--- src/rtl/board_scrambler.sv ---
`default_nettype none
// ============================================================================
//  Module   : board_scrambler
//  Purpose  : Builds a solvable 4x4 sliding-puzzle board by applying a
//             programmable number of pseudo-random legal blank moves to the
//             solved board. The walk is driven by a 16-bit Galois LFSR.
//             A one-cycle o_start pulse announces the finished board.
//  Options  : SCRAMBLER_NO_UNDO_EN - reject a move that undoes the previous
//             legal move (the attempt still consumes one LFSR step).
//  Revision : 1.0 - initial release
// ============================================================================
module board_scrambler #(
  parameter logic [15:0] LFSR_SEED   = 16'hACE1,
  parameter int          MAX_MOVES_W = 8
) (
  input  logic                         i_clk,
  input  logic                         i_rst,
  input  logic                         i_start,
  input  logic [MAX_MOVES_W-1:0]       i_num_moves,
  input  logic                         i_seed_load,
  input  logic [15:0]                  i_seed,
  output logic [3:0][3:0][3:0]         o_klotski,
  output logic [1:0]                   o_blank_row,
  output logic [1:0]                   o_blank_col,
  output logic                         o_busy,
  output logic                         o_start
);

  localparam logic [15:0] c_lfsr_mask = 16'hB400;

  typedef enum logic [1:0] {
    S_IDLE = 2'd0,
    S_MOVE = 2'd1,
    S_DONE = 2'd2
  } state_t;

  state_t                   state_q;
  logic [3:0][3:0][3:0]     board_q;
  logic [1:0]               blank_row_q;
  logic [1:0]               blank_col_q;
  logic [15:0]              lfsr_q;
  logic [MAX_MOVES_W-1:0]   cnt_q;
  logic [MAX_MOVES_W-1:0]   target_q;
  logic                     busy_q;
  logic                     start_q;
`ifdef SCRAMBLER_NO_UNDO_EN
  logic                     prev_valid_q;
  logic [1:0]               prev_dir_q;
`endif

  logic [1:0]               dir_d;
  logic [15:0]              lfsr_d;
  logic [1:0]               nbr_row_d;
  logic [1:0]               nbr_col_d;
  logic                     legal_d;
  logic [MAX_MOVES_W-1:0]   cnt_d;

  // Storage index [i][j] holds display (3-i, 3-j); the solved value there is
  // 16-4i-j, which wraps to 0 (the blank) at [0][0].
  function automatic logic [3:0][3:0][3:0] solved_board();
    logic [3:0][3:0][3:0] b;
    for (int i = 0; i < 4; i++) begin
      for (int j = 0; j < 4; j++) begin
        b[i][j] = 4'(16 - 4 * i - j);
      end
    end
    return b;
  endfunction

  // Decode the current attempt: direction, neighbour square, legality, next LFSR.
  always_comb begin
    dir_d     = lfsr_q[1:0];
    lfsr_d    = {1'b0, lfsr_q[15:1]} ^ (lfsr_q[0] ? c_lfsr_mask : 16'h0000);
    nbr_row_d = blank_row_q;
    nbr_col_d = blank_col_q;
    legal_d   = 1'b0;
    cnt_d     = cnt_q + 1'b1;
    case (dir_d)
      2'd0: if (blank_row_q != 2'd0) begin legal_d = 1'b1; nbr_row_d = blank_row_q - 2'd1; end
      2'd1: if (blank_row_q != 2'd3) begin legal_d = 1'b1; nbr_row_d = blank_row_q + 2'd1; end
      2'd2: if (blank_col_q != 2'd0) begin legal_d = 1'b1; nbr_col_d = blank_col_q - 2'd1; end
      default: if (blank_col_q != 2'd3) begin legal_d = 1'b1; nbr_col_d = blank_col_q + 2'd1; end
    endcase
`ifdef SCRAMBLER_NO_UNDO_EN
    // Inverse directions differ only in bit 0 (up/down, left/right).
    if (prev_valid_q && (dir_d == (prev_dir_q ^ 2'b01))) begin
      legal_d = 1'b0;
    end
`endif
  end

  // Control FSM with registered board, blank position and status outputs.
  always_ff @(posedge i_clk) begin
    if (i_rst) begin
      state_q      <= S_IDLE;
      board_q      <= solved_board();
      blank_row_q  <= 2'd3;
      blank_col_q  <= 2'd3;
      lfsr_q       <= LFSR_SEED;
      cnt_q        <= '0;
      target_q     <= '0;
      busy_q       <= 1'b0;
      start_q      <= 1'b0;
`ifdef SCRAMBLER_NO_UNDO_EN
      prev_valid_q <= 1'b0;
      prev_dir_q   <= 2'd0;
`endif
    end else begin
      case (state_q)
        S_IDLE: begin
          start_q <= 1'b0;
          if (i_seed_load) begin
            // A zero seed would lock the LFSR at zero forever.
            lfsr_q <= (i_seed == 16'h0000) ? LFSR_SEED : i_seed;
          end
          if (i_start) begin
            target_q     <= i_num_moves;
            board_q      <= solved_board();
            blank_row_q  <= 2'd3;
            blank_col_q  <= 2'd3;
            cnt_q        <= '0;
`ifdef SCRAMBLER_NO_UNDO_EN
            prev_valid_q <= 1'b0;
`endif
            if (i_num_moves != '0) begin
              state_q <= S_MOVE;
              busy_q  <= 1'b1;
            end else begin
              state_q <= S_DONE;
              start_q <= 1'b1;
            end
          end
        end
        S_MOVE: begin
          lfsr_q <= lfsr_d;
          if (legal_d) begin
            board_q[~blank_row_q][~blank_col_q] <= board_q[~nbr_row_d][~nbr_col_d];
            board_q[~nbr_row_d][~nbr_col_d]     <= 4'd0;
            blank_row_q  <= nbr_row_d;
            blank_col_q  <= nbr_col_d;
            cnt_q        <= cnt_d;
`ifdef SCRAMBLER_NO_UNDO_EN
            prev_valid_q <= 1'b1;
            prev_dir_q   <= dir_d;
`endif
            if (cnt_d == target_q) begin
              state_q <= S_DONE;
              busy_q  <= 1'b0;
              start_q <= 1'b1;
            end
          end
        end
        S_DONE: begin
          start_q <= 1'b0;
          state_q <= S_IDLE;
        end
        default: begin
          state_q <= S_IDLE;
          busy_q  <= 1'b0;
          start_q <= 1'b0;
        end
      endcase
    end
  end

  assign o_klotski   = board_q;
  assign o_blank_row = blank_row_q;
  assign o_blank_col = blank_col_q;
  assign o_busy      = busy_q;
  assign o_start     = start_q;

endmodule
`default_nettype wire

--- config.mk ---
export PLATFORM = sky130hd
export DESIGN_NAME = board_scrambler
export DESIGN_NICKNAME = d
export VERILOG_FILES = /design/src/rtl/board_scrambler.sv
export SDC_FILE = /design/constraint.sdc
export NUM_CORES = 1
export LEC_CHECK = 0
export CAP_MARGIN = 5
export CORE_ASPECT_RATIO = 0.9
export CORE_MARGIN = 2
export CORE_UTILIZATION = 49
export DETAILED_ROUTE_END_ITERATION = 12
export PLACE_DENSITY = 0.83
export SYNTH_ARGS = -nofsm -noshare
export SYNTH_HDL_FRONTEND = slang
export SYNTH_SLANG_ARGS = --single-unit
--- constraint.sdc ---
create_clock -name i_clk -period 2.4 [get_ports i_clk]
set_input_delay 0.36 -clock i_clk [delete_from_list [all_inputs] [get_ports i_clk]]
set_output_delay 0.36 -clock i_clk [all_outputs]
set_load 0.02 [all_outputs]
# Yosys cells after proc, flatten, opt, wreduce, memory -nomap -nowiden
# Index checks and enable logic that the tools add are counted.
dict set report word_totals {
  regBits 104
  input_bits 28
  out_inout_bits 70
  word_cells 129
}
dict set report classes {
  n_addsub 5
  mux 54
  magnitude_cmp 8
  reduce_logical 18
  bitwise 8
  n_eq_ne 12
}
# operator count
set ops {}
lappend ops {{$mux W64} 2}
lappend ops {{$pmux W64 S2} 1}
lappend ops {{$mux W16} 6}
lappend ops {{$and A64 B64 Y64} 1}
lappend ops {{$bwmux W64} 1}
lappend ops {{$demux W16 S2} 2}
lappend ops {{$not A64 Y64} 1}
lappend ops {{$bmux W16 S2} 1}
lappend ops {{$pmux W16 S2} 1}
lappend ops {{$mux W2} 11}
lappend ops {{$pmux W2 S2} 5}
lappend ops {{$demux W4 S2} 2}
lappend ops {{$logic_not A16 Y1} 1}
lappend ops {{$mux W8} 2}
lappend ops {{$pmux W8 S2} 1}
lappend ops {{$xor A15 B16 Y16} 1}
lappend ops {{$ne A2 B2 Y1 const B} 7}
lappend ops {{$lt A2 B3 Y1 const B} 4}
lappend ops {{$mux W1} 12}
lappend ops {{$mux W4} 3}
lappend ops {{$add A8 B1 Y8 const B} 1}
lappend ops {{$bmux W4 S2} 1}
lappend ops {{$eq A8 B8 Y1} 1}
lappend ops {{$ge A2 B1 Y1 const B} 4}
lappend ops {{other kinds (16)} 33}

# Longest topological paths before layout
# Gate-level depths: netlist (run 1).
dict set report depth {
  ltp_word 14
  mapped_depth 11
}

# Least setup slack after synthesis (run 1)
# OpenSTA, ideal clock, no wires.
dict set report synth_timing {
  path_type {register to register}
  startpoint {register blank_row_q[0], in the netlist o_blank_row[0]}
  endpoint {register board_q (netlist bit o_klotski[38])}
  path_stages_with_launch 9
  path_slack_ns -0.153
  period_less_slack_ns 2.553
  arrival_ns 2.431
  required_ns 2.278
  n_path_buf 3
  setup_ns 0.122
  path_cell_list {dfxtp_1 > buf_6 > buf_6 > buf_2 > mux4_2 > o22ai_1 > o22ai_1 > o31a_1 > a221o_1}
}
dict set report synth_between {
  elab_chain_len 12
}
# item line
set synth_lines {}
lappend synth_lines {{start, declared} 39} ;# logic [1:0] blank_row_q;
lappend synth_lines {{start signal, assigned} 139} ;# blank_row_q <= nbr_row_d;
lappend synth_lines {{$add A2 B1 Y2 (tied with other cells)} 80} ;# 2'd1: if (blank_row_q != 2'd3) begin legal_d = 1'b1; nbr_row_d = blank_row_q + 2'd1; end
lappend synth_lines {{$mux W2 (on tied branches)} {80, 79}}
lappend synth_lines {{$pmux W2 S2} 78} ;# case (dir_d)
lappend synth_lines {{$not A2 Y2} {137, 138}}
lappend synth_lines {{$bmux W16 S2 (tied with other cells)} 137} ;# board_q[~blank_row_q][~blank_col_q] <= board_q[~nbr_row_d][~nbr_col_d];
lappend synth_lines {{$mux W16 (not written as such) / $logic_and A1 B1 Y1 (equally long branches)} {137, 138}}
lappend synth_lines {{$bmux W4 S2 / $mux W16 (equally long branches)} {137, 138}}
lappend synth_lines {{$mux W4 (not written as such) / $demux W16 S2 (equally long branches)} {137, 138}}
lappend synth_lines {{$bwmux W64 / $not A64 Y64 (equally long branches)} n/a}
lappend synth_lines {{$and A64 B64 Y64 (no source line)} n/a}
lappend synth_lines {{$mux W64} 136} ;# if (legal_d) begin
lappend synth_lines {{$pmux W64 S2} 109} ;# case (state_q)
lappend synth_lines {{end signal, assigned} 96} ;# board_q <= solved_board();
lappend synth_lines {{end signal, assigned} 118} ;# board_q <= solved_board();
lappend synth_lines {{end signal, assigned by index} 137}
lappend synth_lines {{end, declared} 38} ;# logic [3:0][3:0][3:0] board_q;
# Several ways; a longest one is shown, not always the timed one. The select of a mux whose other input is x is not followed.
# A chain may end at the register's enable or synchronous reset.

# Worst setup path after layout (run 1)
dict set report layout_timing {
  startpoint {register lfsr_q[0]}
  endpoint {register board_q (netlist bit o_klotski[27])}
}
dict set report layout_between {
  elab_chain_len 14
}
# item line
set layout_lines {}
lappend layout_lines {{start, declared} 41} ;# logic [15:0] lfsr_q;
lappend layout_lines {{start signal, assigned} 114} ;# lfsr_q <= (i_seed == 16'h0000) ? LFSR_SEED : i_seed;
lappend layout_lines {{start signal, assigned} 135} ;# lfsr_q <= lfsr_d;
lappend layout_lines {{$eq A2 B1 Y1 / $logic_not A2 Y1 (equally long branches)} 78}
lappend layout_lines {{$reduce_or A2 Y1 (no source line)} n/a}
lappend layout_lines {{$pmux W2 S2} 78}
lappend layout_lines {{$not A2 Y2} {137, 138}}
lappend layout_lines {{$lt A2 B3 Y1 (not written as such) / $ge A2 B1 Y1 (equally long branches)} 138} ;# board_q[~nbr_row_d][~nbr_col_d] <= 4'd0;
lappend layout_lines {{$logic_and A1 B1 Y1 (not written as such)} 138}
lappend layout_lines {{$mux W4 (not written as such)} 138}
lappend layout_lines {{$demux W4 S2} 138}
lappend layout_lines {{$mux W16 (not written as such)} 138}
lappend layout_lines {{$demux W16 S2} 138}
lappend layout_lines {{$not A64 Y64 (no source line)} n/a}
lappend layout_lines {{$and A64 B64 Y64 (no source line)} n/a}
lappend layout_lines {{$mux W64} 136}
lappend layout_lines {{$pmux W64 S2} 109}
# Several ways; a longest one is shown, not always the timed one. The select of a mux whose other input is x is not followed.

==> results by group, run 1 <==
Floorplan
  – Initial Utilization: around half
  – Top-Level Pins: roughly 100
  – Die W: ~120 um
  – Core area: ~12000 um2
  – Area of the die: 13320 um2
  – Die H: between 100 and 150 um
  – # rows: 38

Cells and area
  – Number of diodes: 0
  – Layout net count: 943
  – Share of layout cells above drive strength 1: 25.14%
  – Most frequent cells in the layout: 119 x buf_4, 100 x dfxtp_1, 97 x clkdlybuf4s50_1, 80 x nand2_1, 53 x nor2_1
  – Layout area overhead: 44.81%
  – Final instance area: slightly below 9000 um2
  – Commonest non-fill, non-tap cell in the layout: buf_4

Logic synthesis
  – Gate Count Post-Synth: between 700 and 800
  – Post-synthesis cell type count: 79
  – Syn nets: about 750
  – Syn_area_per_cell: approximately 8.4 um2
  – Main synth FF type: dfxtp_1
  – Seq cells post-synth: 104
  – Post-synth EDFFs: 0
  – Post-synth ARST share: 0%
  – Yosys warns: 0
  – Seq/Total Area, Yosys: between 30% and 40%
  – Cell Area, Synth: 6082 um2

Run status
  – Failing checks: negative setup slack
  – Outcome: complete, but fails checks

Routing
  – 1st-iter DRT viols: between 1k and 1.5k
  – Vias: between 7k and 8k
  – Total wire length: between 20000 and 30000 um
  – Drt drc: 0
  – Drt first pass iters: 7
  – Vias per cell: between 6 and 7
  – Routed Antenna Nets: 0
  – Avg WL per Cell: approximately 24 um

Clock tree
  – CTS Sinks: around 100
  – TritonCTS clock tree: yes
  – CTS Buf Count: 9
  – CTS Hold Bufs: 0
  – Clk slew on worst S/H paths: 70 ps
  – CTS Buffer Depth: 2
  – H-tree lvl count: 3
  – Clock network latency to the later pin of the worst-skew pair: 370 ps
  – Root buffer cell: clkbuf_16

Critical path
  – CP Launch Point: lfsr_q[0]
  – Flop2flop setup slack: -100 ps
  – Critical R2R Launch: lfsr_q[0]
  – Worst Path Buf+Inv: 2
  – Critical Path, Cell by Cell: clkbuf_16 -> and2_2 -> buf_4 -> a222oi_1 -> a211oi_2 -> nor4_4 -> nor2_4 -> a221o_1
  – Worst Path Required: roughly 2600 ps
  – Top delay family on crit path: compound AO/OA/AOI/OAI gates
  – Critical path class: register to register
  – Kind of start point of the critical path: register
  – CP max FO: 9
  – Crit end category: register
  – CP arrival: 2740 ps
  – CP max stage delay: about 400 ps
  – Max stage delay cell, worst path: nor4_4

STA
  – Final hold vios: 0
  – Period minus WS final: 2499 ps
  – Final WS setup: -99.26 ps
  – RSZ-0062 raised after global routing: true
  – Worst Tran Pin Value: a little under 700 ps
  – F_max: 400.1 MHz
  – Fin Hold WS: about 470 ps
  – Relative slew slack: about 54%
  – Final slew viol count: 0
  – Final period util: 104.1%
  – Final-report setup violation count: 26
  – Post-route setup TNS: -1005 ps
  – Clock Skews: around 14 ps

Worst hold path
  – Hold path startpoint: target_q[2]
  – HP Class: register to register

Power and ir drop
  – Cell Pwr Density: around 530 nW/um2
  – Final total power: between 4 and 5 mW
  – Clock share of power: between 30% and 40%
  – Leakage: roughly 3.4 nW
  – Combinational share of power: approximately a quarter
  – Sw Pwr: ~1.4 mW
  – Flop pwr share: roughly two fifths
  – Switching Fraction: between 30% and 40%
  – Max rail drop VDD: 0.4640 mV
  – P_int: between 3 and 4 mW

Place
  – Area post-placement: roughly 8000 um2
  – Post-DP HPWL: around 19000 um
  – Setup WS pre-CTS: -253.7 ps
  – GP Congestion: between 1 and 1.5
  – PortBufs: a little under 100

Global route
  – Vias in the first global route: just under 7k
  – Total global routing overflow: 0
  – Initial antenna violation count: 0
  – Global-route wire length before repair: a little under 40000 um
  – Largest net degree at the start of global routing: 37
  – Gr usage total: between 30 and 40%

Run
  – Maximum capacitance violations: 0
-- per-stage QoR --
step	utilization, %	instances
after detailed placement	66.18	1048
after CTS	69.86	1066
final	72.93	1079
after global placement	66.18	1048
after floorplan	-	723
after global routing	72.93	1079
-- final cells by class --
type / count / area, um2
tap: 160 / 200.2
sequential: 104 / 2095
clock inverter: 5 / 80.08
timing repair buffer: 240 / 2212
inverter: 17 / 67.56
clock buffer: 11 / 242.7
fill: 926 / 3269
multi-input combinational: 542 / 3910
-- power by group through the flow --
stage | Sequential [mW] | Combinational (mW) | Clock (mW)
floorplan | 1.85 | 0.522 | 0
global placement | 1.86 | 0.981 | 0
detailed placement | 1.86 | 0.997 | 0
CTS | 1.82 | 1.03 | 1.62
global route | 1.83 | 1.24 | 1.69
finish | 1.83 | 1.19 | 1.63
-- cell usage after synthesis, types with 5 or more instances --
| cell type | n | area share, % |
|---|---|---|
| nor4_1 | 9 | 0.93 |
| xor2_1 | 9 | 1.3 |
| o22ai_1 | 14 | 1.4 |
| nand2_1 | 80 | 4.9 |
| nand2b_1 | 11 | 1.1 |
| dfxtp_1 | 104 | 34 |
| mux2_2 | 5 | 0.93 |
| a22o_1 | 7 | 1.0 |
| a211oi_1 | 9 | 1.1 |
| nor3_1 | 15 | 1.2 |
| o2bb2ai_1 | 14 | 2.0 |
| a221oi_1 | 6 | 0.86 |
| nand3_1 | 17 | 1.4 |
| and2_1 | 7 | 0.72 |
| buf_2 | 13 | 1.1 |
| mux4_1 | 7 | 3.0 |
| and3_1 | 9 | 0.93 |
| nor2b_1 | 11 | 1.1 |
| clkbuf_1 | 35 | 2.2 |
| xnor2_1 | 8 | 1.2 |
| nor2_1 | 57 | 3.5 |
| o221ai_1 | 5 | 0.72 |
| mux2i_1 | 11 | 1.8 |
| o211ai_1 | 10 | 1.2 |
| mux4_2 | 5 | 1.9 |
| a21oi_1 | 46 | 3.8 |
| a221o_1 | 24 | 3.9 |
| inv_1 | 14 | 0.86 |
| o21ai_0 | 65 | 5.3 |
-- final timing paths --
check / cells past startpoint / endpoint
worst max-delay path: 8 / o_klotski[27]
worst min-delay path: 2 / target_q[2]
worst max register to register: 8 / o_klotski[27]
worst min register to register: 2 / target_q[2]
-- kinds of logic (layout without fill, tap and decap cells) --
group / after synthesis / count (layout) / share of synthesized area, %
compound gates: 250 / 250 / 29.13
xor+xnor: 18 / 18 / 2.818
fa+ha+maj: 1 / 1 / 0.2057
buf+inv: 77 / 273 / 5.966
flops: 104 / 104 / 34.23
mux: 29 / 29 / 8.023
simple gates: 244 / 244 / 19.63
-- metal layers --
layer | share of wire (%) | global-route usage, % | vias to the layer above
met5 | 0 | 0 | -
met1 | 39 | 51.03 | 3420
met4 | 4.7 | 16.58 | 0
met2 | 44 | 60.11 | 592
met3 | 13 | 9.388 | 105
li1 | - | - | 3119
-- state kept, by name, summed over array words and instances (netlist names) --
register and cells:
o_blank_col 2, o_blank_row 2, state_q 2, target_q 8
o_start 1, o_klotski 64, o_busy 1, cnt_q 8
lfsr_q 16
-- what timing repair did --
action,CTS,global route
setup endpoints to repair,56,57
gates resized for setup,32,65
setup buffers,3,12
gates cloned,0,1
pin swaps,16,23
-- worst reg2reg max path: cells and delay by family (launching register included) --
kind / cells / cell delay [ps]
compound gates: 3 / 840
simple gates: 3 / 800
flops: 1 / 390
buf+inv: 2 / 350
Note: power is estimated with default switching activity, not from simulation.
==> run 2: changes to the inputs <==
--- a/config.mk
+++ b/config.mk
@@ -8,9 +8,9 @@
 export CAP_MARGIN = 5
 export CORE_ASPECT_RATIO = 0.9
 export CORE_MARGIN = 2
-export CORE_UTILIZATION = 49
+export CORE_UTILIZATION = 59
 export DETAILED_ROUTE_END_ITERATION = 12
-export PLACE_DENSITY = 0.83
+export PLACE_DENSITY = 0.93
 export SYNTH_ARGS = -nofsm -noshare
 export SYNTH_HDL_FRONTEND = slang
 export SYNTH_SLANG_ARGS = --single-unit
==> constraint.sdc (replaced) <==
create_clock -name i_clk -period 3.15 [get_ports i_clk]
set_input_delay 0.4725 -clock i_clk [delete_from_list [all_inputs] [get_ports i_clk]]
set_output_delay 0.4725 -clock i_clk [all_outputs]
set_load 0.02 [all_outputs]
==> results by group, run 2 (synthesis results as in run 1) <==
Routing
  – Vias: 6760 (-6.6%)
  – Total wire length: 23020 um (-11%)
  – Vias per cell: 7.123 (+6.2%)
  – Avg WL per Cell: 24.26 um (+1.2%)
  – Drt drc: 0 (unchanged)
  – Drt first pass iters: 6 (-1)
  – 1st-iter DRT viols: 964 (-24%)
  – Routed Antenna Nets: 0 (unchanged)

Critical path
  – CP Depth: 7 (-1)
  – Top delay family on crit path: compound AO/OA/AOI/OAI gates
  – Critical Path, Cell by Cell: buf_4 -> mux2_2 -> a221oi_1 -> o32a_1 -> o311ai_1 -> and2_1 -> a221o_1
  – CP arrival: 3240 ps (+500 ps)
  – R2R depth: 7 (-1)
  – Worst Path Required: 3390 ps (+750 ps)
  – Kind of start point of the critical path: register
  – Crit end category: register
  – CP max FO: 25 (+16)
  – Worst Path Buf+Inv: 1 (-1)
  – Max stage delay cell, worst path: dfxtp_2
  – CP max stage delay: 550 ps (+150 ps)
  – Critical path class: register to register

STA
  – Post-route setup TNS: 0 ps (+1005 ps)
  – RSZ-0062 raised after global routing: false
  – Final slew viol count: 0 (unchanged)
  – F_max: 333.1 MHz (-17%)
  – Relative slew slack: 45.13% (-9.0 points)
  – Final hold vios: 0 (unchanged)
  – Final period util: 95.30% (-8.8 points)
  – Worst Tran Pin Value: 822.2 ps (+139.8 ps)
  – Final-report setup violation count: 0 (-100%)
  – Clock Skews: 7.786 ps (-5.777 ps)
  – Period minus WS final: 3002 ps (+502.6 ps)

Cells and area
  – Fillers: 756 (-18%)
  – Most frequent cells in the layout: 102 x dfxtp_1, 97 x clkdlybuf4s50_1, 80 x nand2_1, 65 x o21ai_0, 57 x nor2_1
  – Share of layout cells above drive strength 1: 10.61% (-15 points)
  – Area of the multi-input gates: 3637 um2 (-7.0%)
  – Final core area utilization: 74.67% (+1.7 points)
  – Layout net count: 844 (-10%)
  – Commonest non-fill, non-tap cell in the layout: dfxtp_1
  – Max FFs per register: 64 (unchanged)
  – Layout area overhead: 24.73%
  – FF/Latch Area: 2085 um2 (-0.48%)
  – Number of diodes: 0 (unchanged)
  – Non-filler instance count after layout: 949 (-12%)

Power and ir drop
  – Flop pwr share: 43.2% (+3.9 points)
  – Switching Fraction: 30.18% (-0.11 points)
  – Final total power: 3.214 mW (-31%)
  – Max rail drop VDD: 0.5093 mV (+9.8%)
  – Leakage: 2.754 nW (-18%)
  – Cell Pwr Density: 423.7 nW/um2 (-20%)
  – P_int: 2.244 mW (-31%)
  – Clock share of power: 35.8% (+0.7 points)
  – Sw Pwr: 0.9701 mW (-31%)
  – Combinational share of power: 21.0% (-4.6 points)

Place
  – Placed Cells: 933 (-11%)
  – GP Congestion: 1.078 (+2.7%)
  – Post-DP HPWL: 16930 um (-12%)
  – PortBufs: 97 (unchanged)

Global route
  – Largest net degree at the start of global routing: 38 (+2.7%)
  – Global-route wire length before repair: 35870 um (-6.9%)
  – Initial antenna violation count: 0 (unchanged)
  – Vias in the first global route: 6389 (-6.0%)
  – Gr usage total: 41.24% (+2.7 points)
  – Total global routing overflow: 0 (unchanged)

Worst hold path
  – HP Class: register to register
  – Hold path depth: 2 (unchanged)

Run status
  – Outcome: finished clean

Clock tree
  – CTS resizes: 0 (-100%)
  – CTS Hold Bufs: 0 (unchanged)
  – CTS Buf Count: 9 (unchanged)
  – Clock network latency to the later pin of the worst-skew pair: 360 ps (about the same)
  – TritonCTS clock tree: yes
  – CTS Sinks: 104 (unchanged)
  – H-tree lvl count: 3 (unchanged)
  – Clk slew on worst S/H paths: 70 ps (about the same)
  – Post-CTS setup buffers: 0 (-3)
  – CTS Buffer Depth: 2 (unchanged)
  – Root buffer cell: clkbuf_16

Floorplan
  – Area of the die: 11140 um2 (-16%)
  – Initial Utilization: 59.86% (+9.5 points)
  – Top-Level Pins: 98 (unchanged)
  – Die W: 111.0 um (-8.6%)
  – # rows: 35 (-7.9%)
  – Die H: 100.3 um (-8.5%)
  – Core area: 10160 um2 (-16%)

Run
  – Maximum capacitance violations: 0 (unchanged)
==> run 2: per-stage QoR <==
step           hold WS, ps  setup slack (ps)  area [um2]
5_1_grt              503.7             57.26        7586
2_1_floorplan        436.8             597.1        6082
3_5_place_dp         464.0             323.1        7286
3_3_place_gp         454.2             377.9        7286
6_report             473.4             148.2        7586
4_1_cts              473.8             281.1        7586
==> run 2: worst paths after layout <==
check | start | to | slack (ps)
max | o_blank_row[0] | o_klotski[36] | 150
min | target_q[6] | target_q[6] | 470
max reg2reg | o_blank_row[0] | o_klotski[36] | 150
min reg2reg | target_q[6] | target_q[6] | 470
==> run 2: area by class of cell <==
type / instances / share of cell area, %
Tap cell: 129 / 2.128
Multi-Input combinational cell: 542 / 47.95
Clock buffer: 12 / 3.249
Clock inverter: 4 / 0.7092
Sequential cell: 104 / 27.48
Timing Repair Buffer: 141 / 17.65
Inverter: 17 / 0.8412
==> run 2: power by group through the flow <==
stage | Sequential, mW | Combinational [mW] | Clock, mW
global route | 1.39 | 0.710 | 1.20
finish | 1.39 | 0.676 | 1.15
CTS | 1.39 | 0.645 | 1.15
detailed placement | 1.42 | 0.642 | 0
floorplan | 1.41 | 0.398 | 0
global placement | 1.41 | 0.635 | 0
==> run 2: tightest hold or removal path, cell delays in order, from the launching register on <==
cell     delay, ps
dfxtp_1        320
nand2_1         60
a21oi_1         50
==> run 2: layer usage <==
| metal | track usage [%] | share of wire [%] | vias up |
|---|---|---|---|
| met5 | 0 | 0 | - |
| met4 | 20.23 | 4.5 | 0 |
| met3 | 12.14 | 13 | 121 |
| met2 | 60.88 | 43 | 540 |
| met1 | 55.71 | 40 | 3173 |
| li1 | - | - | 2926 |
==> run 3: changes to the inputs <==
--- a/config.mk
+++ b/config.mk
@@ -8,9 +8,9 @@
 export CAP_MARGIN = 5
 export CORE_ASPECT_RATIO = 0.9
 export CORE_MARGIN = 2
-export CORE_UTILIZATION = 59
+export CORE_UTILIZATION = 40
 export DETAILED_ROUTE_END_ITERATION = 12
-export PLACE_DENSITY = 0.93
+export PLACE_DENSITY = 0.69
 export SYNTH_ARGS = -nofsm -noshare
 export SYNTH_HDL_FRONTEND = slang
 export SYNTH_SLANG_ARGS = --single-unit
==> constraint.sdc (replaced) <==
create_clock -name i_clk -period 3.15 [get_ports i_clk]
set_input_delay 0.4725 -clock i_clk [delete_from_list [all_inputs] [get_ports i_clk]]
set_output_delay 0.4725 -clock i_clk [all_outputs]
set_load 0.1 [all_outputs]
==> results by group, run 3 (synthesis results as in run 1) <==
Run status
  – Outcome: finished clean

Cells and area
  – Commonest non-fill, non-tap cell in the layout: buf_4
  – Max FFs per register: 64 (unchanged)
  – Share of layout cells above drive strength 1: 19.59% (+9.0 points)
  – Layout net count: 846 (+0.24%)
  – Layout area overhead: 23.16%
  – Number of diodes: 0 (unchanged)
  – Most frequent cells in the layout: 114 x buf_4, 102 x dfxtp_1, 80 x nand2_1, 65 x o21ai_0, 57 x nor2_1

Global route
  – Initial antenna violation count: 0 (unchanged)
  – Largest net degree at the start of global routing: 37 (-2.6%)
  – Gr usage total: 29.26% (-12 points)
  – Global-route wire length before repair: 36240 um (+1.0%)
  – Total global routing overflow: 0 (unchanged)
  – Vias in the first global route: 5991 (-6.2%)

Routing
  – Avg WL per Cell: 23.25 um (-4.1%)
  – Total wire length: 23720 um (+3.0%)
  – Routed Antenna Nets: 0 (unchanged)
  – 1st-iter DRT viols: 912 (-5.4%)
  – Drt drc: 0 (unchanged)
  – Vias: 6605 (-2.3%)
  – Vias per cell: 6.475 (-9.1%)
  – Drt first pass iters: 8 (+2)

Floorplan
  – Core area: 14770 um2 (+45%)
  – Die H: 121.0 um (+21%)
  – Die W: 134.0 um (+21%)
  – Top-Level Pins: 98 (unchanged)
  – Area of the die: 16210 um2 (+46%)
  – Initial Utilization: 41.19% (-19 points)
  – # rows: 42 (+20%)

STA
  – Final-report setup violation count: 0 (unchanged)
  – Final hold vios: 0 (unchanged)
  – Worst Tran Pin Value: 1035 ps (+213.1 ps)
  – Post-route setup TNS: 0 ps (unchanged)
  – Final slew viol count: 0 (unchanged)
  – Clock Skews: 9.064 ps (+1.278 ps)
  – RSZ-0062 raised after global routing: false
  – Period minus WS final: 2906 ps (-95.67 ps)
  – F_max: 344.1 MHz (+3.3%)
  – Final period util: 92.26% (-3.0 points)
  – Relative slew slack: 30.35% (-15 points)
  – Final WS setup: 243.9 ps (+95.67 ps)

Critical path
  – CP Launch Point: o_blank_row[0]
  – Crit end category: register
  – Critical path class: register to register
  – Critical R2R Launch: o_blank_row[0]
  – Worst Path Required: 3420 ps (+30 ps)
  – Kind of start point of the critical path: register
  – CP max FO: 12 (-52%)
  – CP arrival: 3180 ps (-60 ps)

Clock tree
  – Root buffer cell: clkbuf_16
  – CTS Buffer Depth: 2 (unchanged)
  – Clock network latency to the later pin of the worst-skew pair: 360 ps (about the same)
  – Clk slew on worst S/H paths: 80 ps (about the same)
  – CTS resizes: 0 (unchanged)
  – TritonCTS clock tree: yes
  – CTS Buf Count: 9 (unchanged)
  – CTS Sinks: 104 (unchanged)
  – Post-CTS setup buffers: 0 (unchanged)
  – CTS Hold Bufs: 0 (unchanged)
  – H-tree lvl count: 3 (unchanged)

Place
  – Post-DP HPWL: 17800 um (+5.1%)
  – PortBufs: 97 (unchanged)
  – GP Congestion: 1.043 (-3.3%)
  – Setup WS pre-CTS: 329.7 ps (+6.644 ps)

Power and ir drop
  – Cell Pwr Density: 428.5 nW/um2 (+1.1%)
  – Final total power: 3.210 mW (-0.14%)
  – Max rail drop VDD: 0.2682 mV (-47%)
  – Leakage: 2.823 nW (+2.5%)

Worst hold path
  – HP Class: register to register
  – Hold path startpoint: target_q[0]

Run
  – Maximum capacitance violations: 0 (unchanged)
-- run 3: cell count changes in the layout (fill, tap and decap cells not counted), moves of 2 or more --
cell             previous run  this run
buf_4                      41       114
clkdlybuf4s50_1            97        27
clkbuf_1                    2         0
inv_6                       0         2
-- run 3: area by class of cell --
class | count | area, um2
fillers | 1418 | 7276
multi-input cells | 542 | 3637
flip-flops and latches | 104 | 2085
repair buffers | 143 | 1166
clock buffers | 11 | 252.7
well taps | 198 | 247.7
inverters | 17 | 63.81
clock inverters | 5 | 38.79
-- run 3: worst paths after layout --
path                   end  slack (ps)  depth (start not counted)
max reg2reg  o_klotski[17]         240                          6
min reg2reg    target_q[0]         480                          2
max          o_klotski[17]         240                          6
min            target_q[0]         480                          2
-- run 3: worst max-delay path, stage by stage (launching register included) --
cell and delay (ps):
dfxtp_2 560, inv_2 200, o311a_1 510, o31a_1 510
nor2_1 580, or2_2 310, o2bb2ai_1 150
-- run 3: routing by layer --
metal	wire length (um)	GRT usage (%)
met1	10270	42.25
met2	10070	42.24
met3	2760	7.519
met4	616	9.707
met5	0	0
-- run 3: power breakdown --
part	internal, mW	switching [mW]
logic	0.245	0.466
registers	1.35	0.0355
clock network	0.586	0.525
total	2.18	1.03
-- run 3: through the flow --
stage          util, %  instance area (um2)  hold slack (ps)  cells
2_1_floorplan        -                 6082            436.8    723
3_3_place_gp     48.75                 7199            460.2   1004
3_5_place_dp     48.75                 7199            468.6   1004
4_1_cts          50.73                 7491            478.4   1020
5_1_grt          50.73                 7491            499.5   1020
6_report         50.73                 7491            479.6   1020
